File: config.mk
export PLATFORM = sky130hd
export DESIGN_NAME = mmio_bus_decoder_flat
export DESIGN_NICKNAME = d
export VERILOG_FILES = /design/src/rtl/mmio_bus_decoder_if.sv /design/src/rtl/mmio_bus_decoder.sv /design/src/flat_wrapper.sv
export SDC_FILE = /design/constraint.sdc
export NUM_CORES = 1
export LEC_CHECK = 0
export ABC_AREA = 0
export ABC_CLOCK_PERIOD_IN_PS = 2100
export BUFFER_PORTS_ARGS = -buffer_cell sky130_fd_sc_hd__buf_2
export CAP_MARGIN = 15
export CORE_AREA = 2 2 106 108
export DETAILED_ROUTE_END_ITERATION = 10
export DIE_AREA = 0 0 108 110
export PLACE_DENSITY_LB_ADDON = 0.25
export RECOVER_POWER = 50
export SLEW_MARGIN = 10
export SYNTH_ARGS = -nofsm -noshare
export SYNTH_HDL_FRONTEND = slang
export SYNTH_SLANG_ARGS = --single-unit
export TNS_END_PERCENT = 20
File: constraint.sdc
create_clock -name clk -period 2.1 [get_ports clk]
set_input_delay 0.315 -clock clk [delete_from_list [all_inputs] [get_ports clk]]
set_output_delay 0.315 -clock clk [all_outputs]
set_load 0.1 [all_outputs]
File: src/rtl/mmio_bus_decoder_if.sv
// Load/store port bundle between the core, data RAM and the peripheral slots.
// The decoder takes the slave modport; the core/RAM/peripheral side takes master.
interface mmio_bus_decoder_if #(
    parameter int WIDTH = 32,
    parameter int NSLV  = 2
);
    logic [WIDTH-1:0]      cpu_addr;
    logic [WIDTH-1:0]      cpu_wdata;
    logic                  cpu_we;
    logic                  cpu_re;
    logic [WIDTH-1:0]      cpu_rdata;
    logic                  cpu_stall;
    logic                  cpu_err;
    logic                  mem_we;
    logic [WIDTH-1:0]      mem_rdata;
    logic [NSLV-1:0]       slv_sel;
    logic                  slv_we;
    logic [WIDTH-1:0]      slv_wdata;
    logic [NSLV*WIDTH-1:0] slv_rdata;
    logic [NSLV-1:0]       slv_ready;
    logic                  err_flag;
    logic [WIDTH-1:0]      err_addr;

    modport slave (
        input  cpu_addr, cpu_wdata, cpu_we, cpu_re, mem_rdata, slv_rdata, slv_ready,
        output cpu_rdata, cpu_stall, cpu_err, mem_we, slv_sel, slv_we, slv_wdata,
               err_flag, err_addr
    );

    modport master (
        output cpu_addr, cpu_wdata, cpu_we, cpu_re, mem_rdata, slv_rdata, slv_ready,
        input  cpu_rdata, cpu_stall, cpu_err, mem_we, slv_sel, slv_we, slv_wdata,
               err_flag, err_addr
    );
endinterface

File: src/rtl/mmio_bus_decoder.sv
// MMIO decoder: zero-wait RAM path plus a stalling IDLE/ACCESS/DONE handshake to NSLV slots.
// Define BUS_TIMEOUT_EN to build the ACCESS watchdog, cpu_err pulse and sticky err_flag/err_addr.
module mmio_bus_decoder #(
    parameter int                    WIDTH    = 32,
    parameter int                    NSLV     = 2,
    parameter logic [NSLV*WIDTH-1:0] SLV_BASE = {32'h0000_0040, 32'h0000_001F},
    parameter logic [NSLV*WIDTH-1:0] SLV_MASK = {32'hFFFF_FFF0, 32'hFFFF_FFFF},
    parameter int                    TIMEOUT  = 15
) (
    input logic               clk,
    input logic               reset_n,
    mmio_bus_decoder_if.slave bus
);
    localparam int IDXW = (NSLV > 1) ? $clog2(NSLV) : 1;

    typedef enum logic [1:0] {IDLE, ACCESS, DONE} state_t;

    generate
        if (TIMEOUT < 1 || TIMEOUT > 15 || NSLV < 1 || NSLV > 8) begin : g_bad_param
            $error("mmio_bus_decoder: TIMEOUT must be 1..15 and NSLV 1..8");
        end
    endgenerate

    state_t           state;
    logic [IDXW-1:0]  idx;
    logic             we_q;
    logic [WIDTH-1:0] rdata_q;

    logic             req;
    logic [NSLV-1:0]  hit;
    logic             any_hit;
    logic [IDXW-1:0]  hit_idx;
    logic             ready_sel;
    logic [WIDTH-1:0] rdata_sel;

    assign req       = bus.cpu_we | bus.cpu_re;
    assign ready_sel = bus.slv_ready[idx];
    assign rdata_sel = bus.slv_rdata[int'(idx)*WIDTH +: WIDTH];

    always_comb begin
        hit = '0;
        for (int k = 0; k < NSLV; k++)
            hit[k] = (bus.cpu_addr & SLV_MASK[k*WIDTH +: WIDTH]) ==
                     (SLV_BASE[k*WIDTH +: WIDTH] & SLV_MASK[k*WIDTH +: WIDTH]);
    end

    // Scan high to low so the lowest-indexed overlapping slot is the last writer.
    always_comb begin
        any_hit = 1'b0;
        hit_idx = '0;
        for (int k = NSLV - 1; k >= 0; k--)
            if (hit[k]) begin
                any_hit = 1'b1;
                hit_idx = IDXW'(k);
            end
    end

`ifdef BUS_TIMEOUT_EN
    logic [3:0]       cnt;
    logic             err_q;
    logic             flag_q;
    logic [WIDTH-1:0] eaddr_q;
`endif

    always_ff @(posedge clk or negedge reset_n) begin
        if (!reset_n) begin
            state   <= IDLE;
            idx     <= '0;
            we_q    <= 1'b0;
            rdata_q <= '0;
`ifdef BUS_TIMEOUT_EN
            cnt     <= '0;
            err_q   <= 1'b0;
            flag_q  <= 1'b0;
            eaddr_q <= '0;
`endif
        end else begin
`ifdef BUS_TIMEOUT_EN
            err_q <= 1'b0;
`endif
            case (state)
                IDLE: begin
                    if (req && any_hit) begin
                        idx   <= hit_idx;
                        we_q  <= bus.cpu_we;
                        state <= ACCESS;
`ifdef BUS_TIMEOUT_EN
                        cnt   <= '0;
`endif
                    end
                end
                ACCESS: begin
`ifdef BUS_TIMEOUT_EN
                    if (cnt != 4'hF) cnt <= cnt + 4'd1;
`endif
                    // Writes still capture the slot's read data; the core ignores it.
                    if (ready_sel) begin
                        rdata_q <= rdata_sel;
                        state   <= DONE;
                    end
`ifdef BUS_TIMEOUT_EN
                    else if (cnt == 4'(TIMEOUT)) begin
                        rdata_q <= '1;
                        state   <= DONE;
                        err_q   <= 1'b1;
                        flag_q  <= 1'b1;
                        if (!flag_q) eaddr_q <= bus.cpu_addr;
                    end
`endif
                end
                DONE:    state <= IDLE;
                default: state <= IDLE;
            endcase
        end
    end

    logic [NSLV-1:0]  sel_c;
    logic             slv_we_c;
    logic             stall_c;
    logic             mem_we_c;
    logic [WIDTH-1:0] rdata_c;

    // Outputs are gated by reset_n so an asserted reset silences the bus at once.
    always_comb begin
        sel_c    = '0;
        slv_we_c = 1'b0;
        stall_c  = 1'b0;
        mem_we_c = 1'b0;
        rdata_c  = bus.mem_rdata;
        if (reset_n) begin
            case (state)
                IDLE: begin
                    if (req && any_hit) begin
                        sel_c[hit_idx] = 1'b1;
                        slv_we_c       = bus.cpu_we;
                        stall_c        = 1'b1;
                    end else begin
                        mem_we_c = bus.cpu_we;
                    end
                end
                ACCESS: begin
                    sel_c[idx] = 1'b1;
                    slv_we_c   = we_q;
                    stall_c    = 1'b1;
                end
                DONE:    rdata_c = rdata_q;
                default: ;
            endcase
        end
    end

    assign bus.slv_sel   = sel_c;
    assign bus.slv_we    = slv_we_c;
    assign bus.cpu_stall = stall_c;
    assign bus.mem_we    = mem_we_c;
    assign bus.cpu_rdata = rdata_c;
    assign bus.slv_wdata = bus.cpu_wdata;

`ifdef BUS_TIMEOUT_EN
    assign bus.cpu_err  = err_q;
    assign bus.err_flag = flag_q;
    assign bus.err_addr = eaddr_q;
`else
    assign bus.cpu_err  = 1'b0;
    assign bus.err_flag = 1'b0;
    assign bus.err_addr = '0;
`endif
endmodule
File: src/flat_wrapper.sv
// flat-port wrapper written by rule: the top's interface ports become plain ports
module mmio_bus_decoder_flat 
#(
    parameter int                    WIDTH    = 32,
    parameter int                    NSLV     = 2,
    parameter logic [NSLV*WIDTH-1:0] SLV_BASE = {32'h0000_0040, 32'h0000_001F},
    parameter logic [NSLV*WIDTH-1:0] SLV_MASK = {32'hFFFF_FFF0, 32'hFFFF_FFFF},
    parameter int                    TIMEOUT  = 15
)
  (clk, reset_n, bus_cpu_addr, bus_cpu_wdata, bus_cpu_we, bus_cpu_re, bus_mem_rdata, bus_slv_rdata, bus_slv_ready, bus_cpu_rdata, bus_cpu_stall, bus_cpu_err, bus_mem_we, bus_slv_sel, bus_slv_we, bus_slv_wdata, bus_err_flag, bus_err_addr);
  mmio_bus_decoder_if #(.WIDTH(WIDTH), .NSLV(NSLV)) bus_i ();
  input logic clk;
  input logic reset_n;
  input wire logic [$bits(bus_i.cpu_addr)-1:0] bus_cpu_addr;
  input wire logic [$bits(bus_i.cpu_wdata)-1:0] bus_cpu_wdata;
  input wire logic [$bits(bus_i.cpu_we)-1:0] bus_cpu_we;
  input wire logic [$bits(bus_i.cpu_re)-1:0] bus_cpu_re;
  input wire logic [$bits(bus_i.mem_rdata)-1:0] bus_mem_rdata;
  input wire logic [$bits(bus_i.slv_rdata)-1:0] bus_slv_rdata;
  input wire logic [$bits(bus_i.slv_ready)-1:0] bus_slv_ready;
  output wire logic [$bits(bus_i.cpu_rdata)-1:0] bus_cpu_rdata;
  output wire logic [$bits(bus_i.cpu_stall)-1:0] bus_cpu_stall;
  output wire logic [$bits(bus_i.cpu_err)-1:0] bus_cpu_err;
  output wire logic [$bits(bus_i.mem_we)-1:0] bus_mem_we;
  output wire logic [$bits(bus_i.slv_sel)-1:0] bus_slv_sel;
  output wire logic [$bits(bus_i.slv_we)-1:0] bus_slv_we;
  output wire logic [$bits(bus_i.slv_wdata)-1:0] bus_slv_wdata;
  output wire logic [$bits(bus_i.err_flag)-1:0] bus_err_flag;
  output wire logic [$bits(bus_i.err_addr)-1:0] bus_err_addr;
  assign bus_i.cpu_addr = bus_cpu_addr;
  assign bus_i.cpu_wdata = bus_cpu_wdata;
  assign bus_i.cpu_we = bus_cpu_we;
  assign bus_i.cpu_re = bus_cpu_re;
  assign bus_i.mem_rdata = bus_mem_rdata;
  assign bus_i.slv_rdata = bus_slv_rdata;
  assign bus_i.slv_ready = bus_slv_ready;
  assign bus_cpu_rdata = bus_i.cpu_rdata;
  assign bus_cpu_stall = bus_i.cpu_stall;
  assign bus_cpu_err = bus_i.cpu_err;
  assign bus_mem_we = bus_i.mem_we;
  assign bus_slv_sel = bus_i.slv_sel;
  assign bus_slv_we = bus_i.slv_we;
  assign bus_slv_wdata = bus_i.slv_wdata;
  assign bus_err_flag = bus_i.err_flag;
  assign bus_err_addr = bus_i.err_addr;
  mmio_bus_decoder #(.WIDTH(WIDTH), .NSLV(NSLV), .SLV_BASE(SLV_BASE), .SLV_MASK(SLV_MASK), .TIMEOUT(TIMEOUT)) u_core (.clk(clk), .reset_n(reset_n), .bus(bus_i));
endmodule
==> results.py <==
metrics = {
    "outcome": {
        "status": "complete, but fails checks",
        "violations": "setup timing",
    },
    "critical_path": {
        "end_kind": "output port",
        "path_max_fanout": 4,
        "rr_startpoint": "u_core.idx",
        "critPathKind": "input pin to output port",
        "cp.arrival_ns": 1.92,
        "ff2ff_path_depth": 5,
        "crit_required_ns": 1.78,
        "critPathLaunchType": "input pin",
        "rrSetupSlack_ns": 0.66,
        "timing.rr.end": "u_core.rdata_q[22]",
    },
    "clock_tree": {
        "cts_tree": "done",
        "clk_latency_ns": 0.28,
        "clock_sinks": 36,
        "postCtsSetupBuffers": 0,
        "clk_pin_slew_ns": 0.08,
        "cts_buffers": 5,
        "clock-root-buffer": "clkbuf_8",
        "ctsHtreeMaxLevel": 2,
        "clockBufferDepth": 2,
    },
    "drt": {
        "dr.pass1.iters": 4,
        "routed_wl_mm": 6.922,
        "drc": 0,
        "drtAntennaViolNets": 0,
        "drt-initial-drc-count": 28,
        "num_vias": 2367,
        "wl_per_cell_um": 12.25,
        "routed_via_density": 4.189,
    },
    "finish": {
        "multiInputGateArea_um2": 1414,
        "final_common_cell": "buf_2",
        "final_cell_mix": "buf_2 (131), buf_12 (40), dfrtp_1 (35)",
        "register_area_um2": 902.1,
        "areaGrowthSynthToFinish_pct": 51.94,
        "n_fill_cell": 1102,
        "diodes": 0,
        "final_nets": 590,
        "fin_util": 0.3853,
        "layout-drive-gt1-share": 0.5341,
    },
    "timing": {
        "setup_slack_ns": -0.1383,
        "finalSetupViolations": 5,
        "period_needed_ns": 2.238,
        "hold_ws_ns": 0.1966,
        "fin_crit_sh": 1.066,
        "rsz0062_at_grt": "yes",
        "drv_slew": 0,
        "slew_headroom": 0.1422,
        "clock.fmax_mhz": 446.8,
        "clock_skew_ns": 0.004205,
        "tightest_slew_ns": 1.287,
        "hold_viol_final": 0,
    },
    "logic_synthesis": {
        "synth_top_family_by_area": "multiplexers",
        "async_flop_share": 1.000,
        "ys_warn_count": 0,
        "synth_cells": 285,
        "synthMuxAreaShare": 0.2546,
        "yosys.area_share.simple": 0.1241,
        "seq_area_frac_synth": 0.3321,
        "yosys.area.top_type": "dfrtp_1",
        "yosysUniqueCellTypes": 31,
        "syn_avg_cell_area_um2": 9.518,
        "syn_area_um2": 2713,
        "synth-compound-area-share": 0.07980,
        "synth_xor_area_frac": 0,
        "synth_edf_count": 0,
        "netlist.area_leader.share": 0.3321,
        "yosys_register_bits": 36,
        "synthTopCellsByArea": "dfrtp_1 (33%), buf_4 (18%), mux2_2 (13%)",
        "synth-main-ff-cell": "dfrtp_1",
        "synthAdderAreaFrac": 0,
    },
    "job": {
        "drv_cap": 0,
    },
    "floorplan": {
        "pin_count": 269,
        "die_area_um2": 11880,
        "core_um2": 10700,
        "initial_utilization": 0.2536,
        "rows": 38,
        "die_h_um": 110,
        "die_x_um": 108,
    },
    "pwr": {
        "power_density_nw_per_um2": 528.8,
        "vdd_drop_max_mv": 0.2547,
        "p_leak_nw": 1.973,
    },
    "global_route": {
        "grt_use_met2": 0.2080,
        "grt_max_degree": 66,
        "grt_util_met1": 0.1289,
        "grt-ovfl-total": 0,
        "antenna_found_initial": 0,
        "grt_pass1_vias": 2459,
        "grt.busiest_layer": "met2",
        "use_met3": 0.03704,
        "grt_pass1_wl_mm": 10.96,
        "grt_usage": 0.1158,
    },
    "placement": {
        "hpwl_mm": 5.783,
        "globalplace.congestion": 0.7012,
        "pre_cts_slack_ns": -0.1674,
        "io_buffers": 170,
    },
    "min_path": {
        "hp-class": "input pin to async pin",
    },
}
## per-stage QoR
stage / instances / cell area [µm²] / power (mW) / setup TNS (ns)
floorplan: 318 / 2874 / 1.620 / -1.570
global placement: 556 / 3978 / 1.581 / -0.6779
CTS: 565 / 4109 / 2.224 / -0.5638
global route: 565 / 4121 / 2.276 / -2.210
detailed placement: 556 / 3978 / 1.587 / -0.6473
finish: 565 / 4121 / 2.179 / -0.4891
## layer usage
layer	wire length (µm)	vias to the layer above
met3	668	18
met2	3552	118
met4	108	0
met5	0	-
li1	-	1165
met1	2593	1066
## critical path, stage by stage
cell,delay [ns]
buf_6,0.09
or4_4,0.53
nor4_4,0.31
nand3_2,0.21
o31ai_4,0.26
buf_12,0.21
## worst max path at each step
stage | from | endpoint | slack [ns] | depth (start not counted)
3_3_place_gp | bus_cpu_addr[19] | bus_slv_we | -0.17 | 6
5_1_grt | bus_cpu_addr[19] | bus_slv_we | -0.22 | 6
2_1_floorplan | bus_cpu_addr[19] | bus_cpu_stall | -0.40 | 4
4_1_cts | bus_cpu_addr[19] | bus_slv_we | -0.15 | 6
3_5_place_dp | bus_cpu_addr[19] | bus_slv_we | -0.17 | 6
6_report | bus_cpu_addr[19] | bus_slv_we | -0.14 | 6
## final cells by class
class	instances	area share
clock buffer	5	0.01670
clock inverter	3	0.01032
multi-input combinational	201	0.3430
sequential	36	0.2189
tap	140	0.04250
timing repair buffer	180	0.3685
## Yosys cell counts, types with 2 or more instances
cell type  number
buf_4          66
dfrtp_1        36
a21oi_1        34
nor2_1         34
mux2i_1        33
mux2_2         32
buf_2          10
nand2b_1        4
nand4_1         4
nor4_1          4
buf_1           3
nand2_1         3
clkbuf_1        2
nand3b_1        2
nor2b_1         2
## power by group
group | leakage (nW) | total (mW) | switching [mW] | internal (mW)
logic | 1.42 | 0.875 | 0.619 | 0.256
clock network | 0.0541 | 0.612 | 0.260 | 0.351
registers | 0.502 | 0.693 | 0.000000148 | 0.693
total | 1.97 | 2.18 | 0.880 | 1.30
## registers in the layout, indices dropped and copies added (netlist names)
name / count
u_core.we_q: 1
u_core.rdata_q: 32
u_core.state: 2
u_core.idx: 1
## cell families after synthesis
group                  count (synthesis)
buffers and inverters                 81
muxes                                 65
and+or+nand+nor                       63
AOI/OAI and AO/OA                     39
DFF                                   36
other                                  1
## timing repair
action                                  4_1_cts  5_1_grt
pin swaps                                     5        2
gates cloned                                  0        0
endpoints found under the setup margin        7       36
gates resized for setup                       2        5
hold buffers                                  1        0
hold endpoints to repair                      6        0
No activity file was read; power rests on OpenSTA's default activity.
